==> src/rtl/mem_arbiter.sv <==
`default_nettype none
// ============================================================================
// mem_arbiter : LOAD/RUN/HALT run control and host/core arbitration onto a
//               single synchronous-read memory port, with host anti-starvation.
// Revision    : 1.0
// ============================================================================
module mem_arbiter #(
  parameter int ADDR_WIDTH   = 16,
  parameter int DATA_WIDTH   = 8,
  parameter int STARVE_LIMIT = 4
) (
  input  logic                  clk,
  input  logic                  reset,
  // host (loader/debug) requester
  input  logic                  host_req,
  input  logic                  host_we,
  input  logic [ADDR_WIDTH-1:0] host_addr,
  input  logic [DATA_WIDTH-1:0] host_din,
  output logic                  host_gnt,
  output logic                  host_rvalid,
  output logic [DATA_WIDTH-1:0] host_rdata,
  // core (fetcher/decoder) requester
  input  logic                  core_req,
  input  logic                  core_we,
  input  logic [ADDR_WIDTH-1:0] core_addr,
  input  logic [DATA_WIDTH-1:0] core_din,
  output logic                  core_gnt,
  output logic                  core_rvalid,
  output logic [DATA_WIDTH-1:0] core_rdata,
  // run control
  input  logic                  start,
  input  logic                  halt_req,
  output logic                  core_run,
  // shared memory port
  output logic                  mem_we,
  output logic [ADDR_WIDTH-1:0] mem_addr,
  output logic [DATA_WIDTH-1:0] mem_din,
  input  logic [DATA_WIDTH-1:0] mem_dout,
  output logic [1:0]            state
);

  localparam int CNT_W = (STARVE_LIMIT > 0) ? $clog2(STARVE_LIMIT + 1) : 1;
  localparam logic [CNT_W-1:0] CNT_MAX = CNT_W'(STARVE_LIMIT);

  typedef enum logic [1:0] {
    ST_LOAD = 2'd0,
    ST_RUN  = 2'd1,
    ST_HALT = 2'd2
  } state_t;

  state_t           cur_state;
  state_t           nxt_state;
  logic [CNT_W-1:0] starve_cnt;
  logic [CNT_W-1:0] starve_nxt;
  logic             host_rv_q;
  logic             core_rv_q;

  always_ff @(posedge clk or posedge reset) begin
    if (reset) begin
      cur_state  <= ST_LOAD;
      starve_cnt <= '0;
    end else begin
      cur_state  <= nxt_state;
      starve_cnt <= starve_nxt;
    end
  end

  // Grants are combinational so an access issues in the same cycle it is requested.
  always_comb begin
    nxt_state = cur_state;
    host_gnt  = 1'b0;
    core_gnt  = 1'b0;
    core_run  = 1'b0;
    case (cur_state)
      ST_LOAD, ST_HALT: begin
        host_gnt = host_req;
        if (start && !halt_req) nxt_state = ST_RUN;
      end
      ST_RUN: begin
        core_run = 1'b1;
        if (host_req && core_req) begin
          if (starve_cnt == CNT_MAX) host_gnt = 1'b1;
          else                       core_gnt = 1'b1;
        end else begin
          host_gnt = host_req;
          core_gnt = core_req;
        end
        if (halt_req) nxt_state = ST_HALT;
      end
      default: nxt_state = ST_LOAD;
    endcase
  end

  // Counts consecutive core wins while the host is kept waiting.
  always_comb begin
    starve_nxt = '0;
    if (host_req && core_gnt) starve_nxt = starve_cnt + 1'b1;
  end

  always_comb begin
    mem_we   = 1'b0;
    mem_addr = '0;
    mem_din  = '0;
    if (host_gnt) begin
      mem_we   = host_we;
      mem_addr = host_addr;
      mem_din  = host_din;
    end else if (core_gnt) begin
      mem_we   = core_we;
      mem_addr = core_addr;
      mem_din  = core_din;
    end
  end

  always_ff @(posedge clk or posedge reset) begin
    if (reset) begin
      host_rv_q <= 1'b0;
      core_rv_q <= 1'b0;
    end else begin
      host_rv_q <= host_gnt & ~host_we;
      core_rv_q <= core_gnt & ~core_we;
    end
  end

  assign host_rvalid = host_rv_q;
  assign core_rvalid = core_rv_q;
  assign host_rdata  = host_rv_q ? mem_dout : '0;
  assign core_rdata  = core_rv_q ? mem_dout : '0;
  assign state       = cur_state;

endmodule
`default_nettype wire

==> config.mk <==
export PLATFORM = sky130hd
export DESIGN_NAME = mem_arbiter
export DESIGN_NICKNAME = d
export VERILOG_FILES = /design/src/rtl/mem_arbiter.sv
export SDC_FILE = /design/constraint.sdc
export NUM_CORES = 1
export LEC_CHECK = 0
export CORE_MARGIN = 8
export CORE_UTILIZATION = 24
export CTS_CLUSTER_SIZE = 16
export DETAILED_ROUTE_END_ITERATION = 12
export GPL_TIMING_DRIVEN = 0
export PLACE_DENSITY = 0.85
export SLEW_MARGIN = 20
export SYNTH_ARGS = -nofsm -noshare
export SYNTH_HDL_FRONTEND = slang
export SYNTH_SLANG_ARGS = --single-unit
==> constraint.sdc <==
create_clock -name clk -period 2.4 [get_ports clk]
set_input_delay 0.48 -clock clk [delete_from_list [all_inputs] [get_ports clk]]
set_output_delay 0.48 -clock clk [all_outputs]
set_load 0.01 [all_outputs]
==> results of run 1 <==
==> worst paths after layout <==
path	endpoint	slack, ps	startpoint	cells after the start
min in group clk	state[1]	560	state[1]	1
max in group asynchronous	state[0]	1720	reset	2
worst max-delay path	host_gnt	90	host_req	5
worst min-delay path	starve_cnt[2]	450	reset	2
worst max register to register	starve_cnt[0]	1030	starve_cnt[0]	6
worst min register to register	state[1]	560	state[1]	1
==> cells by family (layout without fill, tap and decap cells) <==
group	count (synthesis)	in the layout
DFF	7	7
xor gates and xnor gates	1	1
and+or+nand+nor	26	26
buffers and inverters	10	137
adders and majority gates	2	2
AOI/OAI and AO/OA	30	30
==> repair_timing <==
action,4_1_cts,5_1_grt
gates resized for setup,45,37
buffers inserted,9,3
setup endpoints to repair,27,27
pin swaps,0,2
==> report_power, final <==
group	leakage (nW)	total (mW)	switching [mW]	internal, mW
logic	0.803	0.365	0.133	0.232
registers	0.0932	0.136	0.0103	0.125
clock network	0.0150	0.112	0.0480	0.0637
==> area by class of cell <==
cell class / count / area, um^2
timing repair buffer: 123 / 1110
tap: 33 / 41.3
inverter: 5 / 18.8
clock buffer: 4 / 26.3
fill: 267 / 1050
buffer: 5 / 52.6
sequential: 7 / 176
multi-input combinational: 59 / 474
==> metrics by stage <==
stage / utilization (%) / power [mW] / instance area, um^2 / std cells / hold WS, ps
2_1_floorplan: - / 0.265 / 716 / 76 / 283
3_3_place_gp: 63.3 / 0.506 / 1870 / 220 / 542
3_5_place_dp: 63.3 / 0.514 / 1870 / 220 / 550
4_1_cts: 66.2 / 0.623 / 1950 / 233 / 457
5_1_grt: 64.4 / 0.646 / 1900 / 236 / 486
6_report: 64.4 / 0.612 / 1900 / 236 / 447
==> metal layers <==
metal	wire length (um)	share of wire (%)	track usage [%]
met1	1550	37	15.6
met2	2190	52	30.5
met3	475	11	7.49
met4	13	0.31	1.39
met5	0	0	0
==> worst register-to-register path, delay by kind of cell, from the launching register on <==
kind,cells,cell delay (ps)
simple gates,3,450
flops,1,400
fa+ha+maj,1,180
buf+inv,2,220
==> state kept, by name, summed over array words and instances, names as in the netlist <==
name / count
core_rvalid: 1
host_rvalid: 1
starve_cnt: 3
state: 2
==> cell usage in the layout, fill, tap and decap left out, drive strengths merged, types with 2 or more instances in the layout <==
cell type      synthesis  routed
a21oi                  2       2
a22o                  26      26
and2                  16      16
and2b                  2       2
and3                   4       4
buf                    5      21
clkbuf                 0      19
clkdlybuf4s15          0       6
clkdlybuf4s50          0      83
dfrtp                  7       7
dlygate4sd2            0       2
ha                     2       2
inv                    5       5
==> results_dict.tcl, run 1 <==
set metrics [dict create \
    status "completed" \
    final.period_utilization_pct 96.4 \
    ys_async_sr_fraction_pct 100 \
    wl_um 4230 \
    cts.path.max_buffers 2 \
    num_vias 1114 \
    min_period_ps 2310 \
    die_width_um 70.6 \
    grt_max_degree 11 \
    io_pins 112 \
    synth_fa_ha_area_share_pct 3.50 \
    cp_cell_sequence "clkdlybuf4s15_1 > a21bo_1 > a31oi_4 > buf_8 > clkdlybuf4s50_1" \
    grt_pass1_wl_um 6350 \
    max_stage_delay_ps 540 \
    setup.worst_path.class "in2out" \
    yosys.area_share.simple_pct 23.3 \
    syn_area_um2 716 \
    cts.sinks 7 \
    overflow 0 \
    die_area_um2 4990 \
    ys_warn_count 0 \
    drt.antenna.violating_nets 0 \
    synth_area_leaders "a22o_1 32%, dfrtp_1 24%, and2_1 14%" \
    clk_latency_ps 260 \
    dr.pass1.iters 4 \
    layout-drive-gt1-share_pct 22.7 \
    synth_top_cell_by_area "a22o_1" \
    muxShareOfSynthArea_pct 0 \
    gp_congestion 0.779 \
    peakVddDrop_mv 0.308 \
    cp-end-kind "output pin" \
    synth_top_family_by_area "compound AO/OA/AOI/OAI gates" \
    drt_iter0_drc 29 \
    netlist_instances 76 \
    antenna_found_initial 0 \
    hp-class "in2async" \
    clk_pin_slew_ps 50 \
    path_delay_family "buffers and inverters" \
    portBuffers 111 \
    required_ps 1920 \
    synthDominantCellAreaShare_pct 31.8 \
    final-hold-violation-count 0 \
    core_area_um2 2950 \
    fin_setup_tns_ps 0 \
    grt_pass1_vias 1210 \
    synth_area_per_cell_um2 9.42 \
    synth_most_common_cell "a22o_1" \
    crit_arrival_ps 1830 \
    cts_buffers 3 \
    synth-xor-area-share_pct 1.22 \
    ys_top_cells_by_count "26 x a22o_1, 16 x and2_1, 7 x dfrtp_1" \
    cts_tree "built" \
    setup_viol 0 \
    area_delta_synth_final_pct 166 \
    nNetsFinal 270 \
    dieHeight_um 70.6 \
    ys_ff_latch 7 \
    ys.flop_type "dfrtp_1" \
    syn_nets 142 \
    start_util_pct 24.2 \
    hpwlAfterDp_um 3550 \
    fmax_ghz 0.432 \
    cpMaxStageDelayCell "clkdlybuf4s50_1" \
    setup_ws_ps 86.8 \
    synth_edf_count 0 \
    worstPathMaxFanout 6 \
    path_buf_inv 3 \
    holdBufCountCts 0 \
    cts.htree.levels 1 \
    fin_skew_ps 1.27 \
    tightestPinTransition_ps 265 \
    cap_violations 0 \
    root_buffer "clkbuf_4" \
    wl_per_cell_um 17.9 \
    powerDensity_nw_per_um2 322 \
    synth_compound_area_share_pct 37.6 \
    synth_cell_types 19 \
    slew_headroom_pct 82.3 \
    track_usage_pct 15.9 \
    num_rows 20 \
    dp_slack_ps -515 \
    drc 0 \
    synth_seq_area_share_pct 24.5 \
    leakagePower_nw 0.911 \
    slew_viol_final 0 \
    start_kind "input pin" \
    diodes 0 \
    vias_per_cell 4.72 \
]
Note: power is estimated with default switching activity, not from simulation.
==> run 2: changes to the inputs <==
--- a/config.mk
+++ b/config.mk
@@ -5,12 +5,13 @@
 export SDC_FILE = /design/constraint.sdc
 export NUM_CORES = 1
 export LEC_CHECK = 0
+export ABC_AREA = 0
 export CORE_MARGIN = 8
-export CORE_UTILIZATION = 24
+export CORE_UTILIZATION = 22
 export CTS_CLUSTER_SIZE = 16
 export DETAILED_ROUTE_END_ITERATION = 12
 export GPL_TIMING_DRIVEN = 0
-export PLACE_DENSITY = 0.85
+export PLACE_DENSITY_LB_ADDON = 0.3
 export SLEW_MARGIN = 20
 export SYNTH_ARGS = -nofsm -noshare
 export SYNTH_HDL_FRONTEND = slang
==> constraint.sdc (replaced) <==
create_clock -name clk -period 2.6 [get_ports clk]
set_input_delay 0.52 -clock clk [delete_from_list [all_inputs] [get_ports clk]]
set_output_delay 0.52 -clock clk [all_outputs]
set_load 0.01 [all_outputs]
==> results_dict.tcl, run 2 (synthesized netlist as in run 1, its figures left out) <==
set metrics [dict create \
    wl_per_cell_um 16.3 \
    max_stage_delay_ps 270 \
    powerDensity_nw_per_um2 286 \
    portBuffers 111 \
    setup_viol 0 \
    num_vias 1097 \
    final-hold-violation-count 0 \
    leakagePower_nw 0.977 \
    use_met2_pct 26.7 \
    fin_skew_ps 2.80 \
    peakVddDrop_mv 0.223 \
    cts.htree.levels 1 \
    holdBufCountCts 0 \
    final_common_cell "clkdlybuf4s50_1" \
    required_ps 2080 \
    grtUsageMet3_pct 7.14 \
    grt_pass1_vias 1203 \
    crit_arrival_ps 2010 \
    antenna_found_initial 0 \
    overflow 0 \
    area_delta_synth_final_pct 171 \
    dr.pass1.iters 4 \
    track_usage_pct 14.1 \
    num_rows 20 \
    cts.path.max_buffers 2 \
    cap_violations 0 \
    status "completed" \
    grt_max_degree 11 \
    layout-drive-gt1-share_pct 8.16 \
    die_area_um2 5330 \
    gp_congestion 0.818 \
    rsz0062_at_grt "no" \
    regMostFlops "starve_cnt" \
    hp-class "in2async" \
    cp-end-kind "output pin" \
    start_kind "input pin" \
    fmax_ghz 0.396 \
    grt_pass1_wl_um 5910 \
    dieHeight_um 73.0 \
    largest_reg_flops 3 \
    grtUsageMet1_pct 13.1 \
    whs_ps 494 \
    wl_um 3910 \
    slew_viol_final 0 \
    clk_latency_ps 250 \
    design_area_um2 1940 \
    nNetsFinal 263 \
    drt_iter0_drc 13 \
    worstPathMaxFanout 10 \
    final.period_utilization_pct 97.2 \
    final_cell_mix "84 x clkdlybuf4s50_1, 26 x a22o_1, 20 x dlygate4sd2_1" \
    vias_per_cell 4.57 \
    cts_buffers 3 \
    postPlaceCellArea_um2 1880 \
    cpMaxStageDelayCell "dlygate4sd2_1" \
    root_buffer "clkbuf_4" \
    top_usage_layer "met2" \
    drt.antenna.violating_nets 0 \
    diodes 0 \
    core_area_um2 3080 \
    io_pins 112 \
    cp_cell_sequence "dlygate4sd2_1 > a21bo_1 > a31oi_4 > buf_4 > buf_4 > buf_8 > a22o_1 > dlygate4sd2_1" \
    min_period_ps 2530 \
    cts_tree "built" \
    die_width_um 73.0 \
    fill_cells 282 \
    start_util_pct 23.3 \
    slew_headroom_pct 82.2 \
    clk_pin_slew_ps 50 \
    drc 0 \
    worst_r2r_path_depth 6 \
    tightestPinTransition_ps 267 \
    cts.sinks 7 \
    hpwlAfterDp_um 3440 \
    setup.worst_path.class "in2out" \
]
==> run 2: changes by cell type in the layout (fill, tap and decap cells not counted), moves of 4 or more <==
| cell | before | now |
|---|---|---|
| dlymetal6s2s_1 | 1 | 6 |
| dlygate4sd2_1 | 2 | 20 |
| buf_4 | 13 | 7 |
| buf_2 | 4 | 0 |
| clkbuf_2 | 15 | 0 |
| clkdlybuf4s15_1 | 6 | 1 |
==> run 2: layer usage <==
layer / part of all wire (%) / vias up / wire [um]
met5: 0 / - / 0
met4: 0.54 / 0 / 21
met3: 13 / 2 / 494
met2: 51 / 83 / 2000
met1: 36 / 491 / 1390
li1: - / 521 / -
==> run 2: metrics by stage <==
step                std cells  power [mW]  utilization, %  worst slack (ps)  TNS (ps)
floorplan                  76       0.245               -               748         0
global placement          231       0.466            61.1              -390     -8640
detailed placement        231       0.473            61.1              -453     -9400
finish                    240       0.554            63.0              72.2         0
CTS                       239       0.561            62.2              1.70         0
global route              240       0.593            63.0              2.97         0
==> run 2: worst paths after layout <==
kind	from	to	slack (ps)
max	host_req	mem_addr[2]	70
min	reset	state[1]	490
max reg2reg	starve_cnt[0]	starve_cnt[1]	1250
min reg2reg	state[1]	state[1]	570
max in group asynchronous	reset	starve_cnt[1]	1890
min in group clk	state[1]	state[1]	570
==> run 2: critical path: cells and delay by family <==
family,cells,cell delay (ps)
buf+inv,5,900
compound gates,3,580
==> run 2: layout make-up <==
class | instances | area (um^2) | area share, %
inverter | 5 | 18.8 | 0.968
sequential | 7 | 175 | 9.03
multi-input combinational | 59 | 469 | 24.2
tap | 44 | 55.1 | 2.84
timing repair buffer | 116 | 1140 | 58.9
clock buffer | 4 | 26.3 | 1.35
buffer | 5 | 52.6 | 2.71
==> run 2: power by group <==
group / internal (mW) / switching [mW] / leakage (nW)
logic: 0.215 / 0.115 / 0.868
registers: 0.115 / 0.00932 / 0.0946
clock network: 0.0586 / 0.0405 / 0.0150
total: 0.389 / 0.165 / 0.977
==> run 2: timing repair <==
| action | 4_1_cts | 5_1_grt |
|---|---|---|
| buffers inserted | 4 | 1 |
| setup endpoints to repair | 26 | 6 |
| pin swaps | 0 | 1 |
| gates resized for setup | 22 | 7 |
